==> src/rtl/kmap_lut_engine.sv <==
// kmap_lut_engine
//   Runtime-reprogrammable truth-table evaluator for an N-input boolean
//   function with per-entry don't-care marking and a one-stage registered
//   valid/ready pipeline.
//
// Ports
//   clk, reset          clock; synchronous active-high reset
//   cfg_we/addr/val/care table entry write (value + care bit)
//   dc_mode             don't-care policy: 0 force 0, 1 force 1,
//                       2 hold last emitted f, 3 hold and flag f_dc
//   in_valid/in_ready/x input vector handshake
//   out_valid/out_ready output handshake
//   f, f_dc             evaluated value, don't-care flag (mode 3 only)
//   cnt_clr, dc_cnt     clear / saturating count of don't-care accepts
//
// state       | meaning
// out_valid=0 | output stage empty, accepts freely
// out_valid=1 | f/f_dc held until out_ready; refilled on same edge if
//             | a new vector is accepted
module kmap_lut_engine #(
  parameter int unsigned N = 4,
  parameter logic [(1<<N)-1:0] RESET_VAL  = 16'h5850,
  parameter logic [(1<<N)-1:0] RESET_CARE = 16'h5BD4,
  parameter int unsigned CNT_W = 8
) (
  input  logic             clk,
  input  logic             reset,
  input  logic             cfg_we,
  input  logic [N-1:0]     cfg_addr,
  input  logic             cfg_val,
  input  logic             cfg_care,
  input  logic [1:0]       dc_mode,
  input  logic             in_valid,
  output logic             in_ready,
  input  logic [N-1:0]     x,
  output logic             out_valid,
  input  logic             out_ready,
  output logic             f,
  output logic             f_dc,
  input  logic             cnt_clr,
  output logic [CNT_W-1:0] dc_cnt
);

  localparam int unsigned DEPTH = 1 << N;
  localparam logic [CNT_W-1:0] CNT_MAX = {CNT_W{1'b1}};

  logic [DEPTH-1:0] val_q, val_d;
  logic [DEPTH-1:0] care_q, care_d;
  logic             out_valid_q, out_valid_d;
  // f_q doubles as the hold register: both are reset to 0 and both take
  // the new value on every accept, so a separate copy would be redundant.
  logic             f_q, f_d;
  logic             f_dc_q, f_dc_d;
  logic [CNT_W-1:0] dc_cnt_q, dc_cnt_d;

  logic accept;
  logic entry_val, entry_care;

  assign in_ready   = !out_valid_q || out_ready;
  assign accept     = in_valid && in_ready;
  // Read from the registered table so a same-cycle write is not visible.
  assign entry_val  = val_q[x];
  assign entry_care = care_q[x];

  always_comb begin
    val_d       = val_q;
    care_d      = care_q;
    out_valid_d = out_valid_q;
    f_d         = f_q;
    f_dc_d      = f_dc_q;
    dc_cnt_d    = dc_cnt_q;

    if (cfg_we) begin
      val_d[cfg_addr]  = cfg_val;
      care_d[cfg_addr] = cfg_care;
    end

    if (accept) begin
      out_valid_d = 1'b1;
      f_dc_d      = 1'b0;
      if (entry_care) begin
        f_d = entry_val;
      end else begin
        case (dc_mode)
          2'd0: f_d = 1'b0;
          2'd1: f_d = 1'b1;
          2'd2: f_d = f_q;
          default: begin
            f_d    = f_q;
            f_dc_d = 1'b1;
          end
        endcase
      end
    end else if (out_ready) begin
      out_valid_d = 1'b0;
    end

    if (cnt_clr) begin
      dc_cnt_d = '0;
    end else if (accept && !entry_care && dc_cnt_q != CNT_MAX) begin
      dc_cnt_d = dc_cnt_q + CNT_W'(1);
    end
  end

  always_ff @(posedge clk) begin
    if (reset) begin
      val_q       <= RESET_VAL;
      care_q      <= RESET_CARE;
      out_valid_q <= 1'b0;
      f_q         <= 1'b0;
      f_dc_q      <= 1'b0;
      dc_cnt_q    <= '0;
    end else begin
      val_q       <= val_d;
      care_q      <= care_d;
      out_valid_q <= out_valid_d;
      f_q         <= f_d;
      f_dc_q      <= f_dc_d;
      dc_cnt_q    <= dc_cnt_d;
    end
  end

  assign out_valid = out_valid_q;
  assign f         = f_q;
  assign f_dc      = f_dc_q;
  assign dc_cnt    = dc_cnt_q;

endmodule
==> config.mk <==
export PLATFORM = sky130hd
export DESIGN_NAME = kmap_lut_engine
export DESIGN_NICKNAME = d
export VERILOG_FILES = /design/src/rtl/kmap_lut_engine.sv
export SDC_FILE = /design/constraint.sdc
export NUM_CORES = 1
export LEC_CHECK = 0
export ABC_CLOCK_PERIOD_IN_PS = 5500
export CORE_MARGIN = 5
export CORE_UTILIZATION = 55
export CTS_BUF_LIST = sky130_fd_sc_hd__clkbuf_8
export CTS_CLUSTER_DIAMETER = 100
export DETAILED_ROUTE_END_ITERATION = 6
export PLACE_DENSITY = 0.81
export SLEW_MARGIN = 20
export SYNTH_ARGS = -nofsm -noshare
export SYNTH_HDL_FRONTEND = slang
export SYNTH_SLANG_ARGS = --single-unit
==> constraint.sdc <==
create_clock -name clk -period 5.5 [get_ports clk]
set_clock_uncertainty 0.1 [all_clocks]
set_input_delay 1.1 -clock clk [delete_from_list [all_inputs] [get_ports clk]]
set_output_delay 1.1 -clock clk [all_outputs]
set_load 0.1 [all_outputs]
== Word level (Yosys, flattened, before mapping) ==
Cells that the tools add are included.

* Flip-flop bits (word level): 43
* Bits in latches: 0
* Bits in writable memories: 0
* Bits in read-only memories: 0
* Input bits: 18
* Output and inout port bits: 12
* Word-level logic and storage cells: 40
* Memories: 0

* Add/subtract/negate cells: 1
* Multipliers: 0
* Div/mod/pow operators: 0
* $lt $le $gt $ge: 3
* Equality and inequality tests: 3
* Shifts and indexed selects: 0
* Mux-type cells: 14
* Bitwise operators: 0
* Reduce and logical (&&, ||, !) cells: 13

{| class="wikitable"
|+ Operators with widths
! cell !! count
|-
| $bwmux 16 || 2
|-
| $lt 4x5->1 const B || 2
|-
| $add 8x1->8 const B || 1
|-
| $bmux 1 s4 || 2
|-
| $mux 1 || 8
|-
| $ne 8x8->1 const B || 1
|-
| $demux 1 s4 || 1
|-
| $ge 4x1->1 const B || 1
|-
| $logic_and 1x1->1 || 4
|-
| $reduce_bool 3->1 || 1
|-
| $reduce_or 3->1 || 1
|-
| $eq 2x1->1 const B || 1
|-
| $eq 2x2->1 const B || 1
|-
| $logic_not 1->1 || 2
|-
| $logic_not 2->1 || 1
|-
| $pmux 1 s2 || 1
|-
| $reduce_and 2->1 || 1
|-
| $reduce_bool 2->1 || 1
|-
| $reduce_or 2->1 || 1
|-
| $logic_or 1x1->1 || 1
|}

== Depth between registers and ports, before layout ==
* Depth in word-level cells: 5
* Gate-level depth with buffers: 6
* Depth with buffers taken out: 5

== Worst setup path after synthesis ==
No wires, ideal clock.

* Kind: input-to-reg
* Start: input out_ready
* End: register dc_cnt_q[3], in the netlist dc_cnt[3]
* Setup time: 0.070 ns
* Arrival time: 3.309 ns
* Data required time: 5.330 ns
* Setup slack: 2.020 ns
* Stages: 5
* Path buffers: 1
* Cells stage by stage: nand2b_1 > clkbuf_1 > o211ai_1 > or4_1 > a21boi_1

* Longest elaborated chain between the ends: 4

{| class="wikitable"
|+ RTL lines
! item !! line !! source
|-
| start: declaration || 37 || <nowiki>input logic out_ready,</nowiki>
|-
| $logic_or 1x1->1 || 59 || <nowiki>assign in_ready = !out_valid_q || out_ready;</nowiki>
|-
| net in_ready || 34 || <nowiki>output logic in_ready,</nowiki>
|-
| $logic_and 1x1->1 || 60 || <nowiki>assign accept = in_valid && in_ready;</nowiki>
|-
| $logic_and 1x1->1 (2 in series) || 100 || <nowiki>end else if (accept && !entry_care && dc_cnt_q != CNT_MAX) begin</nowiki>
|-
| end signal: assignment || 119 || <nowiki>dc_cnt_q <= dc_cnt_d;</nowiki>
|-
| end: declaration || 54 || <nowiki>logic [CNT_W-1:0] dc_cnt_q, dc_cnt_d;</nowiki>
|}

The timed path passes the listed nets, and every way through them passes these cells.
A chain may end at the register's enable or synchronous reset.

== Final worst setup path ==
* Start: input out_ready
* End: output in_ready

* Longest elaborated chain between the ends: 1

{| class="wikitable"
|+ RTL lines
! item !! line
|-
| $logic_or 1x1->1 || 59
|-
| end: declaration || 34
|}

Every way passes these cells.

==> metrics.csv <==
metric;value;unit
global_route_wire_length_before_repair;8180;um
htreeDepth;2;
n_antenna_cell;0;
globalplace.congestion;0.785;
synth_top_flop_cell;dfxtp_1;
final_antenna_net_count;0;
syn_avg_cell_area;9.13;um^2
synth_cells;228;
internal_power;532;uW
fin_worst_hold_slack;0.367;ns
hold_viol_final;0;
status;complete, no violations;
clock_power_share;0.418;
number_of_enable_flip_flop_cells_after_synthesis;0;
total_leakage_power;0.871;nW
cts_num_sinks;43;
pin_count;30;
synth-async-reset-ratio;0;
drv.max_cap_violation_count;0;
initial_utilization;0.568;
clk-insertion-delay-late;0.30;ns
grt_remaining_overflow;0;
avgViaCountPerCell;6.02;
power.switching;169;uW
route.vias.total;1823;
drt_pre_antenna_iters;5;
power.share.sequential;0.456;
ys_top_cells_by_area;dfxtp_1 (41%), mux4_2 (9.7%), mux2i_1 (7.7%);
hold_path.startpoint;f_dc;
power.density_cell_area;278;mW/mm^2
grt_pass1_vias;1652;
yosysSeqAreaShare;0.414;
max_slew.worst_pin.slew;0.975;ns
ys_seq_elements;43;
floorplan.die.height;71.5;um
worst_ep_required_time;4.30;ns
grt_setup_unrepaired;false;
first_iter_violations;213;
cts-hold-fix-buffers;0;
power_switching_share;0.241;
synth.largest_area_cell;dfxtp_1;
timing.fmax;242;MHz
reg2regPathDepth;4;
synthesis.yosys.warnings;0;
post-route-drc-count;0;
setup-violations-final;0;
cts_tree;yes;
worstHoldEndpoint;f_dc;
die_width;71.5;um
synth.top_cell.area_share;0.414;
cts_buffers;5;
timing.setup.critical_path_class;primary input to output port;
arrival_time_worst_endpoint;2.94;ns
tightest_slew_margin_relative_to_the_limit;0.348;
largest_net_degree_at_the_start_of_global_routing;40;
fin_util;0.690;
ctsRootBufferMaster;clkbuf_8;
ys_types;32;
postCtsSetupBuffers;0;
avgRoutedWirePerCell;16.4;um
core;0.00366;mm^2
dp_cells;295;
hp-class;flop to flop;
design.die.area;0.00511;mm^2
share_of_post_route_cells_with_drive_strength_above_1;0.0784;
design_area;0.00252;mm^2
syn-num-nets;247;
cts-resized-gates;0;
dp.final_hpwl;3350;um
clkSlewWorstSetupHoldPaths;0.07;ns
reg2reg_to;dc_cnt[6];
placement.cell_area;0.00239;mm^2
power.combinational.fraction;0.126;
grt_util_all_layers;0.201;
critical_path.endpoint_type;output port;
layoutNonFillerInstCount;303;
buffer_ports.inserted;29;
area.growth.synth_to_final;21.3;%
regToRegSetupSlack;3.14;ns
wl;4970;um
hold_path_depth;2;
peakVddDrop;0.239;mV
totalNegativeSetupSlack;0;ns
timing.rr.start;care_q[2];
min_period_over_period;0.753;
timing_max_transition_violations_final;0;
synth_cell_area;0.00208;mm^2
grt_antenna_before_repair;0;
finish.net_count;273;
crit_path_max_fanout;7;
final.min_clock_period;4.14;ns
crit_path_start_kind;primary input;
placementRows;22;
maximum_buffer_depth_of_the_clock_tree;2;
through the flow:
step | total power [mW] | setup WS (ns)
3_5_place_dp | 0.414 | 1.36
2_1_floorplan | 0.383 | 2.02
3_3_place_gp | 0.413 | 1.37
5_1_grt | 0.726 | 1.32
6_report | 0.701 | 1.36
4_1_cts | 0.702 | 1.36
sequential cells by signal (all words and copies together), names as in the netlist:
signal     cells
val_q         16
out_valid      1
f              1
f_dc           1
dc_cnt         8
care_q        16
cells by family after synthesis:
family,synth area share
compound gates,0.131
fa+ha+maj,0.00601
buf+inv,0.0295
flops,0.414
mux,0.180
simple gates,0.240
worst max path at each step:
stage | slack (ns) | startpoint | endpoint
global placement | 1.37 | out_ready | in_ready
finish | 1.36 | out_ready | in_ready
CTS | 1.36 | out_ready | in_ready
global route | 1.32 | out_ready | in_ready
floorplan | 2.02 | out_ready | dc_cnt[3]
detailed placement | 1.36 | out_ready | in_ready
power groups by stage:
| stage | logic [mW] | clock network (mW) | registers (mW) |
|---|---|---|---|
| global route | 0.0939 | 0.312 | 0.320 |
| CTS | 0.0877 | 0.295 | 0.320 |
| floorplan | 0.0446 | 0 | 0.339 |
| detailed placement | 0.0871 | 0 | 0.327 |
| global placement | 0.0865 | 0 | 0.327 |
| finish | 0.0883 | 0.293 | 0.320 |
layout by cell type (no fill, tap or decap), types with 5 or more instances in the layout:
cell type	count
nand3b_1	10
a21oi_1	14
nand2_1	30
clkbuf_8	5
o21ai_0	19
nor2_1	19
mux4_2	9
mux2i_1	16
clkdlybuf4s50_1	29
dfxtp_1	43
nand2b_1	13
nand3_1	7
or3_1	7
worst max-delay path: stages:
cell,delay [ns]
clkdlybuf4s50_1,0.44
nand2b_1,0.22
clkdlybuf4s50_1,1.18
metal layers:
layer | part of all wire | vias up | global-route usage | wire (um)
met2 | 0.46 | 66 | 0.310 | 2270
met1 | 0.47 | 869 | 0.282 | 2320
met4 | 0.018 | 0 | 0.0647 | 88
met5 | 0 | - | 0 | 0
met3 | 0.057 | 11 | 0.0421 | 283
li1 | - | 877 | - | -
cells in the mapped netlist (all sizes together), types with 7 or more instances:
cell    instances
dfxtp          43
nand2          30
nor2           19
o21ai          19
mux2i          16
a21oi          14
nand2b         13
nand3b         10
clkbuf          9
mux4            9
nand3           7
or3             7
final cells by class:
| class | instances | area, um^2 |
|---|---|---|
| repair buffers | 30 | 298 |
| flip-flops and latches | 43 | 861 |
| clock buffers | 5 | 68.8 |
| fillers | 300 | 1140 |
| well taps | 48 | 60.1 |
| multi-input cells | 171 | 1160 |
| clock inverters | 3 | 67.6 |
| inverters | 3 | 11.3 |
Power figures use the tool's default switching activity.
